File: config.mk
export PLATFORM = sky130hd
export DESIGN_NAME = div_unit_flat
export DESIGN_NICKNAME = d
export VERILOG_FILES = /design/src/rtl/div_unit_if.sv /design/src/rtl/div_unit.sv /design/src/flat_wrapper.sv
export SDC_FILE = /design/constraint.sdc
export NUM_CORES = 1
export LEC_CHECK = 0
export CAP_MARGIN = 10
export CORE_ASPECT_RATIO = 0.7
export CORE_MARGIN = 5
export CORE_UTILIZATION = 50
export DETAILED_ROUTE_END_ITERATION = 10
export HOLD_SLACK_MARGIN = 0.06
export PLACE_DENSITY = 0.82
export SYNTH_ARGS = -nofsm -noshare
export SYNTH_HDL_FRONTEND = slang
export SYNTH_SLANG_ARGS = --single-unit
File: constraint.sdc
create_clock -name CLK -period 5.52 [get_ports CLK]
set_input_delay 0.552 -clock CLK [delete_from_list [all_inputs] [get_ports CLK]]
set_output_delay 0.552 -clock CLK [all_outputs]
set_load 0.01 [all_outputs]
File: src/rtl/div_unit_if.sv
// Divider request/response bundle between EX and div_unit.
// EX holds START until READY; RESULT is valid only while READY is high.
interface div_unit_if #(
  parameter int WIDTH = 32
);
  logic                 SIGNED_DIV;
  logic [WIDTH-1:0]     OPDATA1;
  logic [WIDTH-1:0]     OPDATA2;
  logic                 START;
  logic                 ANNUL;
  logic [2*WIDTH-1:0]   RESULT;
  logic                 READY;

  modport master (
    output SIGNED_DIV, OPDATA1, OPDATA2, START, ANNUL,
    input  RESULT, READY
  );

  modport slave (
    input  SIGNED_DIV, OPDATA1, OPDATA2, START, ANNUL,
    output RESULT, READY
  );
endinterface

File: src/rtl/div_unit.sv
// Restoring divider for DIV/DIVU: one quotient bit per cycle, READY WIDTH+1 edges after acceptance
// (2 edges for a zero divisor); result is held while START stays high and cleared once it drops.
module div_unit #(
  parameter int WIDTH = 32
) (
  input  logic      CLK,
  input  logic      RST,
  div_unit_if.slave bus
);
  localparam int CW = $clog2(WIDTH + 1);
  localparam logic [CW-1:0]    CNT_ONE  = CW'(1);
  localparam logic [CW-1:0]    CNT_LAST = CW'(WIDTH);
  localparam logic [WIDTH-1:0] ONE      = WIDTH'(1);

  typedef enum logic [1:0] {FREE, BY_ZERO, ON, END} state_t;

  state_t             state, state_nxt;
  logic [2*WIDTH-1:0] w, w_nxt;
  logic [CW-1:0]      cnt, cnt_nxt;
  logic [WIDTH-1:0]   divisor, divisor_nxt;
  logic               neg_q, neg_q_nxt;
  logic               neg_r, neg_r_nxt;
  logic [2*WIDTH-1:0] result, result_nxt;
  logic               ready, ready_nxt;

  logic               accept;
  logic [WIDTH-1:0]   abs_a, abs_b;
  logic [2*WIDTH:0]   shifted;
  logic [WIDTH:0]     diff;
  logic [WIDTH-1:0]   q_fix, r_fix;

  assign accept = bus.START && !bus.ANNUL;
  assign abs_a  = (bus.SIGNED_DIV && bus.OPDATA1[WIDTH-1]) ? (~bus.OPDATA1 + ONE) : bus.OPDATA1;
  assign abs_b  = (bus.SIGNED_DIV && bus.OPDATA2[WIDTH-1]) ? (~bus.OPDATA2 + ONE) : bus.OPDATA2;

  // Partial remainder lives in w's upper half; shifting first makes it WIDTH+1 bits, so diff's
  // top bit is a reliable borrow (the remainder is always below the divisor).
  assign shifted = {w, 1'b0};
  assign diff    = shifted[2*WIDTH:WIDTH] - {1'b0, divisor};
  assign q_fix   = neg_q ? (~w[WIDTH-1:0] + ONE) : w[WIDTH-1:0];
  assign r_fix   = neg_r ? (~w[2*WIDTH-1:WIDTH] + ONE) : w[2*WIDTH-1:WIDTH];

  always_ff @(posedge CLK) begin
    if (RST) state <= FREE;
    else     state <= state_nxt;
  end

  always_comb begin
    state_nxt = state;
    case (state)
      FREE:    if (accept) state_nxt = (bus.OPDATA2 == '0) ? BY_ZERO : ON;
      BY_ZERO: if (bus.ANNUL) state_nxt = FREE;
               else if (cnt != '0) state_nxt = END;
      ON:      if (bus.ANNUL) state_nxt = FREE;
               else if (cnt == CNT_LAST) state_nxt = END;
      END:     if (!bus.START) state_nxt = FREE;
      default: state_nxt = FREE;
    endcase
  end

  always_comb begin
    w_nxt       = w;
    cnt_nxt     = cnt;
    divisor_nxt = divisor;
    neg_q_nxt   = neg_q;
    neg_r_nxt   = neg_r;
    result_nxt  = result;
    ready_nxt   = ready;
    case (state)
      FREE: begin
        ready_nxt  = 1'b0;
        result_nxt = '0;
        if (accept) begin
          cnt_nxt     = '0;
          w_nxt       = {{WIDTH{1'b0}}, abs_a};
          divisor_nxt = abs_b;
          neg_q_nxt   = bus.SIGNED_DIV && (bus.OPDATA1[WIDTH-1] ^ bus.OPDATA2[WIDTH-1]);
          neg_r_nxt   = bus.SIGNED_DIV && bus.OPDATA1[WIDTH-1];
        end
      end
      BY_ZERO: begin
        if (!bus.ANNUL) begin
          // One idle cycle keeps the zero-divisor answer two edges after acceptance.
          if (cnt == '0) begin
            cnt_nxt = CNT_ONE;
          end else begin
            result_nxt = '0;
            ready_nxt  = 1'b1;
          end
        end
      end
      ON: begin
        if (!bus.ANNUL) begin
          if (cnt != CNT_LAST) begin
            if (diff[WIDTH]) w_nxt = shifted[2*WIDTH-1:0];
            else             w_nxt = {diff[WIDTH-1:0], shifted[WIDTH-1:1], 1'b1};
            cnt_nxt = cnt + CNT_ONE;
          end else begin
            result_nxt = {r_fix, q_fix};
            ready_nxt  = 1'b1;
          end
        end
      end
      END: begin
        if (!bus.START) begin
          ready_nxt  = 1'b0;
          result_nxt = '0;
        end
      end
      default: begin
        ready_nxt  = 1'b0;
        result_nxt = '0;
      end
    endcase
  end

  always_ff @(posedge CLK) begin
    if (RST) begin
      w       <= '0;
      cnt     <= '0;
      divisor <= '0;
      neg_q   <= 1'b0;
      neg_r   <= 1'b0;
      result  <= '0;
      ready   <= 1'b0;
    end else begin
      w       <= w_nxt;
      cnt     <= cnt_nxt;
      divisor <= divisor_nxt;
      neg_q   <= neg_q_nxt;
      neg_r   <= neg_r_nxt;
      result  <= result_nxt;
      ready   <= ready_nxt;
    end
  end

  assign bus.RESULT = result;
  assign bus.READY  = ready;
endmodule

File: src/flat_wrapper.sv
// flat-port wrapper written by rule: the top's interface ports become plain ports
module div_unit_flat 
#(
  parameter int WIDTH = 32
)
  (CLK, RST, bus_SIGNED_DIV, bus_OPDATA1, bus_OPDATA2, bus_START, bus_ANNUL, bus_RESULT, bus_READY);
  div_unit_if #(.WIDTH(WIDTH)) bus_i ();
  input  logic CLK;
  input  logic RST;
  input wire logic [$bits(bus_i.SIGNED_DIV)-1:0] bus_SIGNED_DIV;
  input wire logic [$bits(bus_i.OPDATA1)-1:0] bus_OPDATA1;
  input wire logic [$bits(bus_i.OPDATA2)-1:0] bus_OPDATA2;
  input wire logic [$bits(bus_i.START)-1:0] bus_START;
  input wire logic [$bits(bus_i.ANNUL)-1:0] bus_ANNUL;
  output wire logic [$bits(bus_i.RESULT)-1:0] bus_RESULT;
  output wire logic [$bits(bus_i.READY)-1:0] bus_READY;
  assign bus_i.SIGNED_DIV = bus_SIGNED_DIV;
  assign bus_i.OPDATA1 = bus_OPDATA1;
  assign bus_i.OPDATA2 = bus_OPDATA2;
  assign bus_i.START = bus_START;
  assign bus_i.ANNUL = bus_ANNUL;
  assign bus_RESULT = bus_i.RESULT;
  assign bus_READY = bus_i.READY;
  div_unit #(.WIDTH(WIDTH)) u_core (.CLK(CLK), .RST(RST), .bus(bus_i));
endmodule
==> metrics.md <==
| Metric | Value |
|---|---|
| Status | `finished clean` |
| DIE AREA | `~25000 um^2` |
| DR vias/cell | `5.95` |
| Post-Syn Nets | `between 1500 and 2000` |
| Initial antenna violation count | `0` |
| Worst r2r src | `u_core.w[36]` |
| Design area | `around 13000 um^2` |
| DR WL met2 | `around 13 mm` |
| Avg WL per Cell | `approximately 17 um` |
| GRT overflow | `0` |
| # nets final | `roughly 1600` |
| Number of global-route vias before repair | `roughly 9700` |
| CTS max path bufs | `2` |
| CP startpoint kind | `flop` |
| Area delta synth->final | `19.8%` |
| Antenna Cells | `0` |
| CP startpoint | `u_core.w[36]` |
| R2R depth | `10` |
| XOR/XNOR share of the synthesized area | `12.0%` |
| GRT Util Overall | `24.5%` |
| DR top layer | `met4` |
| WS Path Type | `reg2reg` |
| Sink Count | `approximately 170` |
| Skew-Pair Late Insertion Delay | `between 0.4 and 0.5 ns` |
| Hold depth | `2` |
| Worst Setup End Kind | `flop` |
| Power Density | `approximately 370 nW/um^2` |
| DR vias | `10696` |
| Adder-cell share of the synthesized area | `around 5.2%` |
| Worst rel slew slack | `about 22%` |
| H-Tree Depth | `4` |
| # IOs | `around 130` |
| CTS Buf Count | `17` |
| Die height | `~130 um` |
| Largest net degree at the start of global routing | `84` |
| Final Power | `approximately 4.7 mW` |
| Cell variety after synth | `61` |
| # resized after CTS | `0` |
| Avg Cell Area, Syn | `between 7 and 8 um^2` |
| FF-to-FF setup slack | `1.03 ns` |
| Initial Utilization | `about half` |
| Clk_skew | `0.0109 ns` |
| Post-Synth Simple-Gate Area | `a little over a fifth` |
| Synth warn | `0` |
| Setup TNS | `0 ns` |
| Least-Margin Pin Slew | `1.17 ns` |
| Postcts setup bufs | `0` |
| CTS tree | `done` |
| HPWL Detailed | `roughly 23 mm` |
| IO buf count | `between 100 and 150` |
| Critical Path AT | `roughly 4.9 ns` |
| Register area share after synthesis | `31.9%` |
| Dominant synthesized flop cell | `dfxtp_1` |
| Mux share of post-synthesis cell area | `less than 1%` |
| Period utilization | `roughly four fifths` |
| Antenna Nets Post-Route | `0` |
| Achievable Freq | `approximately 220 MHz` |
| Routed wire length | `slightly above 30 mm` |
| # fillers | `1873` |
| Initial drt markers | `1056` |
| Layout cells sized above 1 | `approximately 3.8%` |
| Hold crit path type | `reg2reg` |
| FF-to-FF End | `u_core.w[47]` |
| Worst EP required | `about 6 ns` |
| Yosys top cell area share | `a little under a third` |
| Root Driver | `clkbuf_16` |
| EDFF count, synth | `0` |
| Hold endpoint | `u_core.bus.RESULT[61]` |
| Final setup fails | `0` |
| FP Rows | `44` |
| CTS Hold Bufs | `0` |
| Most area-consuming cells after synthesis | `dfxtp_1, nand2_1, xnor2_1` |
| Async S/R FF share, synth | `0%` |
| Crit Path Max Fanout | `12` |
| Gate count after technology mapping | `~1400` |
| Main combinational cell family by area after synthesis | `compound AO/OA/AOI/OAI gates` |
| Max-cap violations | `0` |
| Slew Limit Fails | `0` |
| Clk pin slew, worst setup/hold paths | `roughly 0.070 ns` |
| WL met1 | `about 15 mm` |
| Synth area leader | `dfxtp_1` |
| Fin crit period | `4.49 ns` |
| Netlist Area Pre-Place | `around 11000 um^2` |
| Final Hold Fails | `0` |
| Worst hold start | `u_core.bus.RESULT[61]` |
| Most common cell after layout, fill and taps aside | `nand2_1` |
| Routability cong. | `0.917` |
| Compound-Gate Fraction of Synth Area | `24.4%` |
| Routed wl met3 | `2.41 mm` |
| Drt first pass iters | `7` |
| Global-route wire length before repair | `49.6 mm` |
| Final hold slack | `0.450 ns` |
| Flops & latches, synth | `about 170` |
| Most frequent cells in the layout | `nand2_1, dfxtp_1, clkdlybuf4s50_1` |
| # DRC | `0` |
| Core outline area | `between 20000 and 25000 um^2` |
| Leakage dissipation | `roughly 4.7 nW` |
| RSZ-0062 raised after global routing | `no` |
| DIE WIDTH | `around 190 um` |
| Post-placement cell area | `between 10000 and 15000 um^2` |
| Maximum VDD drop | `0.364 mV` |
## per-stage QoR
stage	cells	util, %	setup WS [ns]
6_report	1797	61.4	1.03
5_1_grt	1797	61.4	0.728
4_1_cts	1797	61.4	1.14
3_5_place_dp	1765	58.3	1.26
3_3_place_gp	1765	58.3	1.51
2_1_floorplan	1427	-	2.13
## logic make-up (layout without fill, tap and decap cells)
logic type / count (synthesis) / in the layout
mux: 3 / 3
flops: 171 / 171
simple gates: 507 / 507
buf+inv: 140 / 234
fa+ha+maj: 44 / 44
xor+xnor: 147 / 147
compound gates: 415 / 415
## layout make-up
type	count	area, um^2	area share (%)
well taps	276	345	2.69
clock buffers	20	457	3.56
multi-input cells	1116	6800	52.9
flip-flops and latches	171	3420	26.7
repair buffers	145	1420	11.0
inverters	57	214	1.67
clock inverters	12	186	1.45
## metal layers
| metal | vias to the layer above | GRT usage [%] |
|---|---|---|
| met1 | 5012 | 36.6 |
| li1 | 5248 | - |
| met3 | 46 | 5.71 |
| met4 | 0 | 6.52 |
| met5 | - | 0 |
| met2 | 390 | 35.2 |
## worst max-delay path, stage by stage, from the launching register on
cell      delay [ns]
dfxtp_1         0.46
ha_1            0.35
a21o_1          0.23
a211o_1         0.27
o21a_1          0.21
a221oi_1        0.58
o21ai_0         0.39
a311o_1         0.48
xor2_1          0.90
nand2_1         0.29
o21ai_0         0.26
## synth_stat cells, drive strengths merged (4+ instances only)
cell type and n:
nor4 13, or3 18, nand3 49, inv 57, nor2 124, a22oi 20
dfxtp 171, a311oi 4, ha 43, o21ai 115, o311ai 16, a21oi 120
o21a 5, and3 7, nor3 18, nand2b 13, and2 11, a211oi 30
clkbuf 77, a221oi 5, a32oi 13, nand2 218, a21o 9, nand4 7
a31oi 9, o41ai 15, xor2 69, nor2b 4, or4 15, buf 6
xnor2 78, o31ai 32
## state kept, by name, indices dropped and copies added (netlist names)
signal and cells:
u_core.bus.RESULT 64, u_core.w 64, u_core.divisor 32, u_core.cnt 6
u_core.state 2, u_core.bus.READY 1, u_core.neg_q 1, u_core.neg_r 1
## worst max-delay path by stage
stage          slack (ns)      endpoint
3_5_place_dp         1.26  u_core.w[47]
2_1_floorplan        2.13  u_core.w[44]
5_1_grt              0.73  u_core.w[47]
6_report             1.03  u_core.w[47]
4_1_cts              1.14  u_core.w[47]
3_3_place_gp         1.51  u_core.w[32]
## where the power goes
part	leakage [nW]	switching, mW	internal (mW)
Clock	0.303	0.530	0.787
Sequential	1.39	0.133	1.35
Combinational	2.99	1.24	0.645
Total	4.68	1.90	2.79
(Power assumes the default switching activity.)
